**src/rtl/fireboy_sprite_animator.sv**
```systemverilog
`timescale 1ns/1ps
// Fireboy walk animation and sprite-ROM address/pixel pipeline (3 Clk latency).
// Turns upstream hit/address/direction into ROM reads and palette index + opacity.
//
// state     | meaning
// ST_IDLE   | standing still, frame_idx 0, counters held at 0
// ST_WALK_R | walking right, frame_idx 1..WALK_FRAMES
// ST_WALK_L | walking left, frame_idx WALK_FRAMES+1..2*WALK_FRAMES
module fireboy_sprite_animator #(
  parameter int         SPRITE_PIXELS   = 3600,
  parameter int         WALK_FRAMES     = 4,
  parameter int         FRAME_DIV       = 8,
  parameter logic [3:0] TRANSPARENT_IDX = 4'd0
) (
  input  logic        Clk,
  input  logic        Reset,
  input  logic        frame_clk,
  input  logic        is_sprite,
  input  logic [11:0] sprite_address,
  input  logic [3:0]  sprite_direction,
  output logic [14:0] rom_addr,
  input  logic [3:0]  rom_data,
  output logic [3:0]  pix_index,
  output logic        pix_opaque,
  output logic [1:0]  anim_state
);

  localparam int FRAME_W = (WALK_FRAMES > 1) ? $clog2(WALK_FRAMES) : 1;
  localparam int TICK_W  = (FRAME_DIV > 1) ? $clog2(FRAME_DIV) : 1;
  localparam int IDX_W   = $clog2(2 * WALK_FRAMES + 1);

  localparam logic [TICK_W-1:0]  TICK_LAST  = TICK_W'(FRAME_DIV - 1);
  localparam logic [FRAME_W-1:0] FRAME_LAST = FRAME_W'(WALK_FRAMES - 1);
  localparam logic [IDX_W-1:0]   IDX_R_BASE = IDX_W'(1);
  localparam logic [IDX_W-1:0]   IDX_L_BASE = IDX_W'(1 + WALK_FRAMES);
  localparam logic [14:0]        PIX_STRIDE = 15'(SPRITE_PIXELS);

  localparam logic [3:0] DIR_LEFT  = 4'd3;
  localparam logic [3:0] DIR_RIGHT = 4'd5;

  typedef enum logic [1:0] {
    ST_IDLE   = 2'd0,
    ST_WALK_R = 2'd1,
    ST_WALK_L = 2'd2
  } anim_state_t;

  anim_state_t          state_q, state_d;
  logic [TICK_W-1:0]    tick_q, tick_d;
  logic [FRAME_W-1:0]   walk_frame_q, walk_frame_d;
  logic [IDX_W-1:0]     frame_idx_q, frame_idx_d;

  logic frame_clk_delayed;
  logic frame_edge;
  logic v1, v2;
  logic opaque_d;

  // Same detector as the upstream motion block, so direction is valid on this pulse.
  always_ff @(posedge Clk) begin
    if (Reset) begin
      frame_clk_delayed <= 1'b0;
      frame_edge        <= 1'b0;
    end else begin
      frame_clk_delayed <= frame_clk;
      frame_edge        <= frame_clk & ~frame_clk_delayed;
    end
  end

  always_ff @(posedge Clk) begin
    if (Reset) begin
      state_q      <= ST_IDLE;
      tick_q       <= '0;
      walk_frame_q <= '0;
    end else begin
      state_q      <= state_d;
      tick_q       <= tick_d;
      walk_frame_q <= walk_frame_d;
    end
  end

  always_comb begin
    state_d      = state_q;
    tick_d       = tick_q;
    walk_frame_d = walk_frame_q;
    if (frame_edge) begin
      case (sprite_direction)
        DIR_RIGHT: state_d = ST_WALK_R;
        DIR_LEFT:  state_d = ST_WALK_L;
        default:   state_d = ST_IDLE;
      endcase
      if (state_d != state_q || state_d == ST_IDLE) begin
        tick_d       = '0;
        walk_frame_d = '0;
      end else if (tick_q == TICK_LAST) begin
        tick_d       = '0;
        walk_frame_d = (walk_frame_q == FRAME_LAST) ? '0 : walk_frame_q + 1'b1;
      end else begin
        tick_d = tick_q + 1'b1;
      end
    end
  end

  always_comb begin
    frame_idx_d = '0;
    case (state_q)
      ST_WALK_R: frame_idx_d = IDX_R_BASE + IDX_W'(walk_frame_q);
      ST_WALK_L: frame_idx_d = IDX_L_BASE + IDX_W'(walk_frame_q);
      default:   frame_idx_d = '0;
    endcase
  end

  always_ff @(posedge Clk) begin
    if (Reset) frame_idx_q <= '0;
    else       frame_idx_q <= frame_idx_d;
  end

  // The address is formed even off-sprite; v1/v2 carry the hit flag alongside the ROM read.
  always_ff @(posedge Clk) begin
    if (Reset) begin
      rom_addr <= '0;
      v1       <= 1'b0;
      v2       <= 1'b0;
    end else begin
      rom_addr <= 15'(frame_idx_q) * PIX_STRIDE + 15'(sprite_address);
      v1       <= is_sprite;
      v2       <= v1;
    end
  end

  assign opaque_d = v2 & (rom_data != TRANSPARENT_IDX);

  always_ff @(posedge Clk) begin
    if (Reset) begin
      pix_opaque <= 1'b0;
      pix_index  <= '0;
    end else begin
      pix_opaque <= opaque_d;
      pix_index  <= opaque_d ? rom_data : 4'd0;
    end
  end

  assign anim_state = state_q;

endmodule

```
**config.mk**
```make
export PLATFORM = sky130hd
export DESIGN_NAME = fireboy_sprite_animator
export DESIGN_NICKNAME = d
export VERILOG_FILES = /design/src/rtl/fireboy_sprite_animator.sv
export SDC_FILE = /design/constraint.sdc
export NUM_CORES = 1
export LEC_CHECK = 0
export CAP_MARGIN = 20
export CORE_ASPECT_RATIO = 0.9
export CORE_MARGIN = 1.5
export CORE_UTILIZATION = 48
export DETAILED_ROUTE_END_ITERATION = 12
export PLACE_DENSITY = 0.82
export RECOVER_POWER = 25
export SLEW_MARGIN = 20
export SYNTH_ARGS = -nofsm -noshare
export SYNTH_HDL_FRONTEND = slang
export SYNTH_SLANG_ARGS = --single-unit
```
**constraint.sdc**
```tcl
create_clock -name Clk -period 3 [get_ports Clk]
set_clock_uncertainty 0.15 [all_clocks]
set_input_delay 0.3 -clock Clk [delete_from_list [all_inputs] [get_ports Clk]]
set_output_delay 0.3 -clock Clk [all_outputs]
set_load 0.005 [all_outputs]
```
Yosys cells after proc, flatten, opt, wreduce, memory -nomap -nowiden
Index checks and enable logic that the tools add are counted.
{"block": "classes", "magnitude_cmp": 0, "mux": 8, "shift": 0, "n_reduce_logical": 6, "n_eq_ne": 7, "n_addsub": 5, "bitwise_logic": 4, "div_mod_pow": 0, "n_mul": 1}
{"op": "$add 15x12->15", "n": 1}
{"op": "$mul 4x8->11 const B", "n": 1}
{"op": "$mux 2", "n": 4}
{"op": "$pmux 4 s2", "n": 1}
{"op": "$mux 3", "n": 2}
{"op": "$add 3x2->4 const A", "n": 1}
{"op": "$eq 2x2->1 const B", "n": 2}
{"op": "$eq 4x2->1 const B", "n": 1}
{"op": "$eq 4x3->1 const B", "n": 1}
{"op": "$pmux 2 s2", "n": 1}
{"op": "$reduce_bool 4->1", "n": 1}
{"op": "$add 1x2->3 const A", "n": 1}
{"op": "$add 3x1->3 const B", "n": 1}
{"op": "$eq 3x3->1 const B", "n": 1}
{"op": "$add 2x1->2 const B", "n": 1}
{"op": "$and 1x1->1", "n": 2}
{"op": "$eq 2x1->1 const B", "n": 1}
{"op": "$logic_not 2->1", "n": 1}
{"op": "$ne 2x2->1", "n": 1}
{"op": "$not 1->1", "n": 2}
{"op": "$reduce_and 2->1", "n": 1}
{"op": "$reduce_bool 2->1", "n": 1}
{"op": "$reduce_or 2->1", "n": 1}
{"op": "$logic_or 1x1->1", "n": 1}
{"block": "totals", "n_memories": 0, "latch_bits": 0, "output_inout_bits": 22, "wordCells": 42, "inputBits": 24, "romBits": 0, "ram_bits": 0, "regBits": 35}

Longest topological paths before layout
Gate-level depths: netlist (run 1).
{"block": "logic_depth", "word_depth": 7, "ltp_mapped": 11, "depth_no_buf": 11}

Worst setup path after synthesis (run 1)
Ideal clock, no wire load.
{"block": "synth_path", "path_kind": "register to register", "startpoint": "register frame_idx_q[1]", "endpoint": "register rom_addr[14]", "stages_incl_launch_ff": 12, "t_required_ns": 2.722, "n_path_buf": 0, "path_slack_ns": 0.284, "setup_time_ns": 0.128, "arrival_time_ns": 2.438, "cell_sequence": "dfxtp_1 -> inv_1 -> fa_1 -> inv_1 -> ha_1 -> inv_1 -> fa_1 -> xor2_1 -> a211oi_1 -> o31ai_1 -> xnor2_1 -> nor2_1"}
{"block": "synth_via", "elab_chain_len": 2}
{"item": "start: declaration", "line_no": "50", "source": "logic [IDX_W-1:0] frame_idx_q, frame_idx_d;"}
{"item": "start signal: assignment", "line_no": "113", "source": "else frame_idx_q <= frame_idx_d;"}
{"item": "$mul 4x8->11", "line_no": "123", "source": "rom_addr <= 15'(frame_idx_q) * PIX_STRIDE + 15'(sprite_address);"}
{"item": "$add 15x12->15", "line_no": "123"}
{"item": "end signal: assignment", "line_no": "123"}
{"item": "end: declaration", "line_no": "21", "source": "output logic [14:0] rom_addr,"}
Every way passes these cells.
A chain may end at the register's enable or synchronous reset.

Final worst setup path (run 1)
Same ends and word-level chain as after synthesis.

==> flow_metrics.env, run 1 <==
export IMPL_outcome="finished clean"
export IMPL_rows=20
export IMPL_root_buffer="clkbuf_8"
export IMPL_critPathMaxStageDelay_ns=0.55
export IMPL_worstPathRequired_ns=3.01
export IMPL_post_place_ws_ns=0.0411
export IMPL_antenna_cells=0
export IMPL_synth_top_area_share_pct=39.4
export IMPL_cts_hold_buf=0
export IMPL_rsz0062_at_grt="false"
export IMPL_start_util_pct=51.4
export IMPL_vdd_drop_max_mv=0.261
export IMPL_ys_flop_type="dfxtp_1"
export IMPL_ys_ff_latch=35
export IMPL_pin_count=46
export IMPL_maxSlewViolCount=0
export IMPL_p_per_area_nw_per_um2=394
export IMPL_worst_slew_margin_rel_pct=49.8
export IMPL_path_max_fanout=4
export IMPL_ff2ff_setup_slack_ns=0.16
export IMPL_core_um2=3450
export IMPL_layout_nets=276
export IMPL_clockBufferDepth=2
export IMPL_cp_arrival_ns=2.85
export IMPL_overflow=0
export IMPL_grt_usage_pct=18.8
export IMPL_via_per_inst=5.07
export IMPL_post_cts_buffers=0
export IMPL_vias=1384
export IMPL_grt_pass1_vias=1298
export IMPL_async_flop_share_pct=0
export IMPL_dr_pass1_iters=4
export IMPL_max_freq_ghz=0.352
export IMPL_antenna_found_initial=0
export IMPL_worst_pin_slew_ns=0.754
export IMPL_final_util_pct=68.6
export IMPL_fin_crit_ns=2.84
export IMPL_drv_cap=0
export IMPL_crit_chain="inv_2 -> fa_1 -> inv_1 -> ha_1 -> inv_1 -> fa_1 -> xor2_1 -> a211oi_2 -> o31ai_1 -> xnor2_1 -> nor2_1"
export IMPL_ys_types=39
export IMPL_cp_end_kind="register"
export IMPL_worst_setup_path_type="reg2reg"
export IMPL_dp_final_hpwl_um=2610
export IMPL_htreeDepth=2
export IMPL_yosysWarnings=0
export IMPL_setup_viol=0
export IMPL_synth_largest_area_cell="dfxtp_1"
export IMPL_netlist_area_um2=1780
export IMPL_hold_viol=0
export IMPL_clk_pin_slew_ns=0.07
export IMPL_timing_critical_path_buf_inv=3
export IMPL_dieArea_um2=4080
export IMPL_numCtsBuffers=5
export IMPL_power_mw=0.934
export IMPL_finalCritPeriodShare_pct=94.6
export IMPL_drc=0
export IMPL_ant_nets=0
export IMPL_clock_latency_ns=0.29
export IMPL_die_h_um=60.7
export IMPL_wire_per_inst_um=12.3
export IMPL_synth_area_per_cell_um2=9.93
export IMPL_grt_pass1_wl_um=5660
export IMPL_cts_resized=0
export IMPL_fp_dieW_um=67.1
export IMPL_setup_tns_final_ns=0
export IMPL_finalWorstSetupSlack_ns=0.161
export IMPL_yosysSeqAreaShare_pct=39.4
export IMPL_grt_max_degree=19
export IMPL_synth_edff_count=0
export IMPL_synth_area_leaders="dfxtp_1, ha_1, nor2_1"
export IMPL_critical_path_top_delay_family="adder cells"
export IMPL_critPathSlowestCell="fa_1"
export IMPL_cts_sinks=35
export IMPL_min_path_type="reg2reg"
export IMPL_drtIter0Drc=82
export IMPL_p_leak_nw=0.981
export IMPL_cts_tree="built"
export IMPL_wl_um=3360
export IMPL_gp_congestion=0.809
export IMPL_drive_above_1_share_pct=9.61
export IMPL_startpoint_type="register"
export IMPL_portBuffers=45
export IMPL_syn_num_nets=227
export IMPL_syn_instance_count=179
export IMPL_area_growth_pct=33.2
final timing paths:
path / end / cells past startpoint / from
worst max register to register: rom_addr[14] / 11 / frame_idx_q[1]
worst min-delay path: frame_edge / 1 / frame_clk_delayed
worst max-delay path: rom_addr[14] / 11 / frame_idx_q[1]
worst min register to register: frame_edge / 1 / frame_clk_delayed
sequential cells by signal, summed over array words and instances (netlist names):
register / count
tick_q: 3
frame_clk_delayed: 1
pix_index: 4
v2: 1
walk_frame_q: 2
anim_state: 2
v1: 1
pix_opaque: 1
rom_addr: 15
frame_idx_q: 4
frame_edge: 1
layout make-up:
cell class | count | area [µm²]
Inverter | 12 | 45.0
Timing Repair Buffer | 46 | 454
Multi-Input combinational cell | 128 | 1010
Tap cell | 44 | 55.1
Clock buffer | 6 | 82.6
Fill cell | 277 | 1090
Clock inverter | 2 | 16.3
Sequential cell | 35 | 703
placed cells by master (no fill, tap or decap), types with 2 or more instances in the layout:
cell type        instances
a21o_1                   3
xor2_1                   6
inv_1                   11
and2_1                   2
nand3_1                  2
o21ai_1                  2
nand2_1                  4
a21oi_1                  9
dfxtp_2                  2
a211oi_2                 3
fa_1                     4
dlygate4sd3_1            3
nand4b_1                 2
a32oi_1                  2
and4bb_1                 2
xnor2_1                  4
clkdlybuf4s50_1         42
nand2b_1                 6
nor2_1                  24
nor3_1                   2
nor2b_1                 12
ha_1                    20
and2_0                   2
dfxtp_1                 33
clkbuf_8                 6
cell families after synthesis:
group	Yosys count	share of synthesized area [%]
XOR/XNOR	10	4.93
flip-flops	35	39.4
multiplexers	2	1.20
adder cells (fa/ha/maj)	24	18.6
AND/OR/NAND/NOR	63	19.4
buffers and inverters	16	3.94
AO/OA/AOI/OAI	29	12.5
where the power goes:
| part | switching, mW | internal, mW | leakage, nW |
|---|---|---|---|
| registers | 0.00513 | 0.477 | 0.287 |
| clock network | 0.174 | 0.187 | 0.0474 |
| logic | 0.0327 | 0.0570 | 0.646 |
| total | 0.212 | 0.722 | 0.981 |
per-layer routing:
layer / up-vias / wire [µm] / GRT usage [%]
li1: 708 / - / -
met1: 620 / 1520 / 23.1
met2: 47 / 1570 / 30.8
met3: 9 / 209 / 5.38
met4: 0 / 60 / 8.45
met5: - / 0 / 0
synth_stat cells, types with 2 or more instances:
library cell and number:
ha_1 20, nor2b_1 12, dfxtp_1 35, xnor2_1 4
fa_1 4, a211oi_2 2, nor3_1 2, o21ai_1 2
nand2b_1 6, xor2_1 6, a21o_1 3, a32oi_1 2
nand4b_1 2, and2_1 4, a21oi_1 9, inv_1 12
nand2_1 4, nor2_1 24, a211oi_1 2, and4bb_1 2
clkbuf_1 3, nand3_1 2
through the flow:
stage | std cells | area, µm² | hold slack [ns]
floorplan | 179 | 1780 | 0.217
global placement | 265 | 2260 | 0.223
detailed placement | 265 | 2260 | 0.229
CTS | 273 | 2360 | 0.241
global route | 273 | 2370 | 0.260
finish | 273 | 2370 | 0.236
(Power assumes the default switching activity.)
==> run 2, diff against run 1 <==
CORE_MARGIN = unset   (was 1.5)
==> run 2 against run 1 <==
Effect of this change:
- sequential cell count unchanged
- worst setup slack improved by 0.021 ns
- hold slack improved by 0.00068 ns
- first-iteration DRC count shrank 24%
- fmax increased by 0.75%
- largest cell class unchanged
- design area is 0.11% higher
- highest routed layer unchanged
- global-route usage up 1.3 points
==> flow_metrics.env, run 2 (synthesis results as in run 1) <==
export IMPL_cts_sinks=35
export IMPL_clock_latency_ns=0.29
export IMPL_cp_arrival_ns=2.84
export IMPL_critPathSlowestCell="fa_1"
export IMPL_grt_usage_pct=20.0
export IMPL_fin_cells=274
export IMPL_clk_pin_slew_ns=0.07
export IMPL_reg2reg_depth=10
export IMPL_worst_pin_slew_ns=0.602
export IMPL_r2r_start="frame_idx_q[1]"
export IMPL_overflow=0
export IMPL_worstPathRequired_ns=3.02
export IMPL_n_fill_cell=287
export IMPL_setup_viol=0
export IMPL_gp_congestion=0.863
export IMPL_core_um2=3450
export IMPL_setup_worst_path_end="rom_addr[13]"
export IMPL_portBuffers=45
export IMPL_antenna_found_initial=0
export IMPL_dieArea_um2=3950
export IMPL_dr_pass1_iters=4
export IMPL_fp_dieW_um=66.1
export IMPL_worst_setup_path_type="reg2reg"
export IMPL_rr_endpoint="rom_addr[13]"
export IMPL_startpoint="frame_idx_q[1]"
export IMPL_pin_count=46
export IMPL_drtIter0Drc=62
export IMPL_dp_final_hpwl_um=2530
export IMPL_vdd_drop_max_mv=0.295
export IMPL_vias=1380
export IMPL_path_max_fanout=5
export IMPL_fin_crit_ns=2.82
export IMPL_numCtsBuffers=5
export IMPL_root_buffer="clkbuf_8"
export IMPL_startpoint_type="register"
export IMPL_layout_nets=277
export IMPL_final_common_cell="clkdlybuf4s50_1"
export IMPL_crit_chain="inv_2 -> fa_1 -> inv_1 -> ha_1 -> inv_1 -> fa_1 -> nor3_1 -> a2bb2oi_2 -> xnor2_1 -> nor2_1"
export IMPL_top_register="rom_addr"
export IMPL_cp_depth=10
export IMPL_grt_max_degree=15
export IMPL_largest_register_ffs=15
export IMPL_wire_per_inst_um=12.3
export IMPL_final_util_pct=68.6
export IMPL_rsz0062_at_grt="false"
export IMPL_seq_area_um2=702
export IMPL_top_regs="rom_addr (15), frame_idx_q (4), pix_index (4)"
export IMPL_placed_cell_area_um2=2270
export IMPL_die_h_um=59.7
export IMPL_hold_viol=0
export IMPL_grt_pass1_vias=1317
export IMPL_drive_above_1_share_pct=9.13
export IMPL_clockBufferDepth=2
export IMPL_p_per_area_nw_per_um2=396
export IMPL_placed_cells=266
export IMPL_drc=0
export IMPL_timing_critical_path_buf_inv=3
export IMPL_outcome="finished clean"
export IMPL_via_per_inst=5.04
export IMPL_maxSlewViolCount=0
export IMPL_area_growth_pct=33.4
export IMPL_critical_path_top_delay_family="adder cells"
export IMPL_ant_nets=0
export IMPL_antenna_cells=0
export IMPL_max_freq_ghz=0.355
export IMPL_post_cts_buffers=0
export IMPL_rows=20
export IMPL_grt_pass1_wl_um=5780
export IMPL_min_path_type="reg2reg"
export IMPL_setup_tns_final_ns=0
export IMPL_cts_tree="built"
export IMPL_drv_cap=0
export IMPL_worst_slew_margin_rel_pct=59.8
export IMPL_wl_um=3380
export IMPL_htreeDepth=2
export IMPL_multi_input_area_um2=1010
export IMPL_finalCritPeriodShare_pct=93.9
export IMPL_cp_end_kind="register"
export IMPL_p_leak_nw=0.980
export IMPL_final_area_um2=2370
export IMPL_start_util_pct=51.4
export IMPL_critPathMaxStageDelay_ns=0.57
export IMPL_ff2ff_setup_slack_ns=0.18
export IMPL_final_cell_mix="clkdlybuf4s50_1, dfxtp_1, nor2_1, ha_1, nor2b_1"
## run 2: worst min-delay path by stage
stage                      start    endpoint  slack [ns]  cells past startpoint
2_1_floorplan  frame_clk_delayed  frame_edge        0.22                      1
5_1_grt        frame_clk_delayed  frame_edge        0.27                      1
6_report       frame_clk_delayed  frame_edge        0.24                      1
3_3_place_gp   frame_clk_delayed  frame_edge        0.22                      1
3_5_place_dp   frame_clk_delayed  frame_edge        0.23                      1
4_1_cts        frame_clk_delayed  frame_edge        0.24                      1
## run 2: metal layers
layer  global-route usage [%]  vias to the layer above  share of wire (%)
met5                        0                        -                  0
met4                     10.9                        0                2.2
met3                     5.73                        8                5.8
met2                     31.9                       39                 46
met1                     24.6                      626                 46
li1                         -                      707                  -
## run 2: area by class of cell
type,instances,share of cell area [%]
tap,44,2.32
multi-input combinational,128,42.7
inverter,12,1.90
clock buffer,6,3.48
timing repair buffer,47,19.3
sequential,35,29.6
clock inverter,2,0.686
## run 2: timing repair
item	4_1_cts	5_1_grt
resized for setup	0	3
setup endpoints to repair	0	1
hold buffers	0	0
## run 2: metrics by stage
stage | hold slack (ns) | setup WS (ns) | total power [mW]
final | 0.237 | 0.182 | 0.939
after global routing | 0.268 | 0.0397 | 0.979
after CTS | 0.243 | 0.116 | 0.953
after detailed placement | 0.232 | 0.112 | 0.585
after global placement | 0.222 | 0.198 | 0.584
after floorplan | 0.217 | 0.284 | 0.526
## run 2: power breakdown
group          internal (mW)  total (mW)  switching [mW]
combinational         0.0576      0.0904          0.0328
sequential             0.477       0.482         0.00497
clock                  0.187       0.366           0.179
==> run 3, diff against run 2 <==
GPL_TIMING_DRIVEN = 1   (was unset)
==> results of run 3 <==
Same layout as run 2: the final DEF is identical, and so are final timing and power.
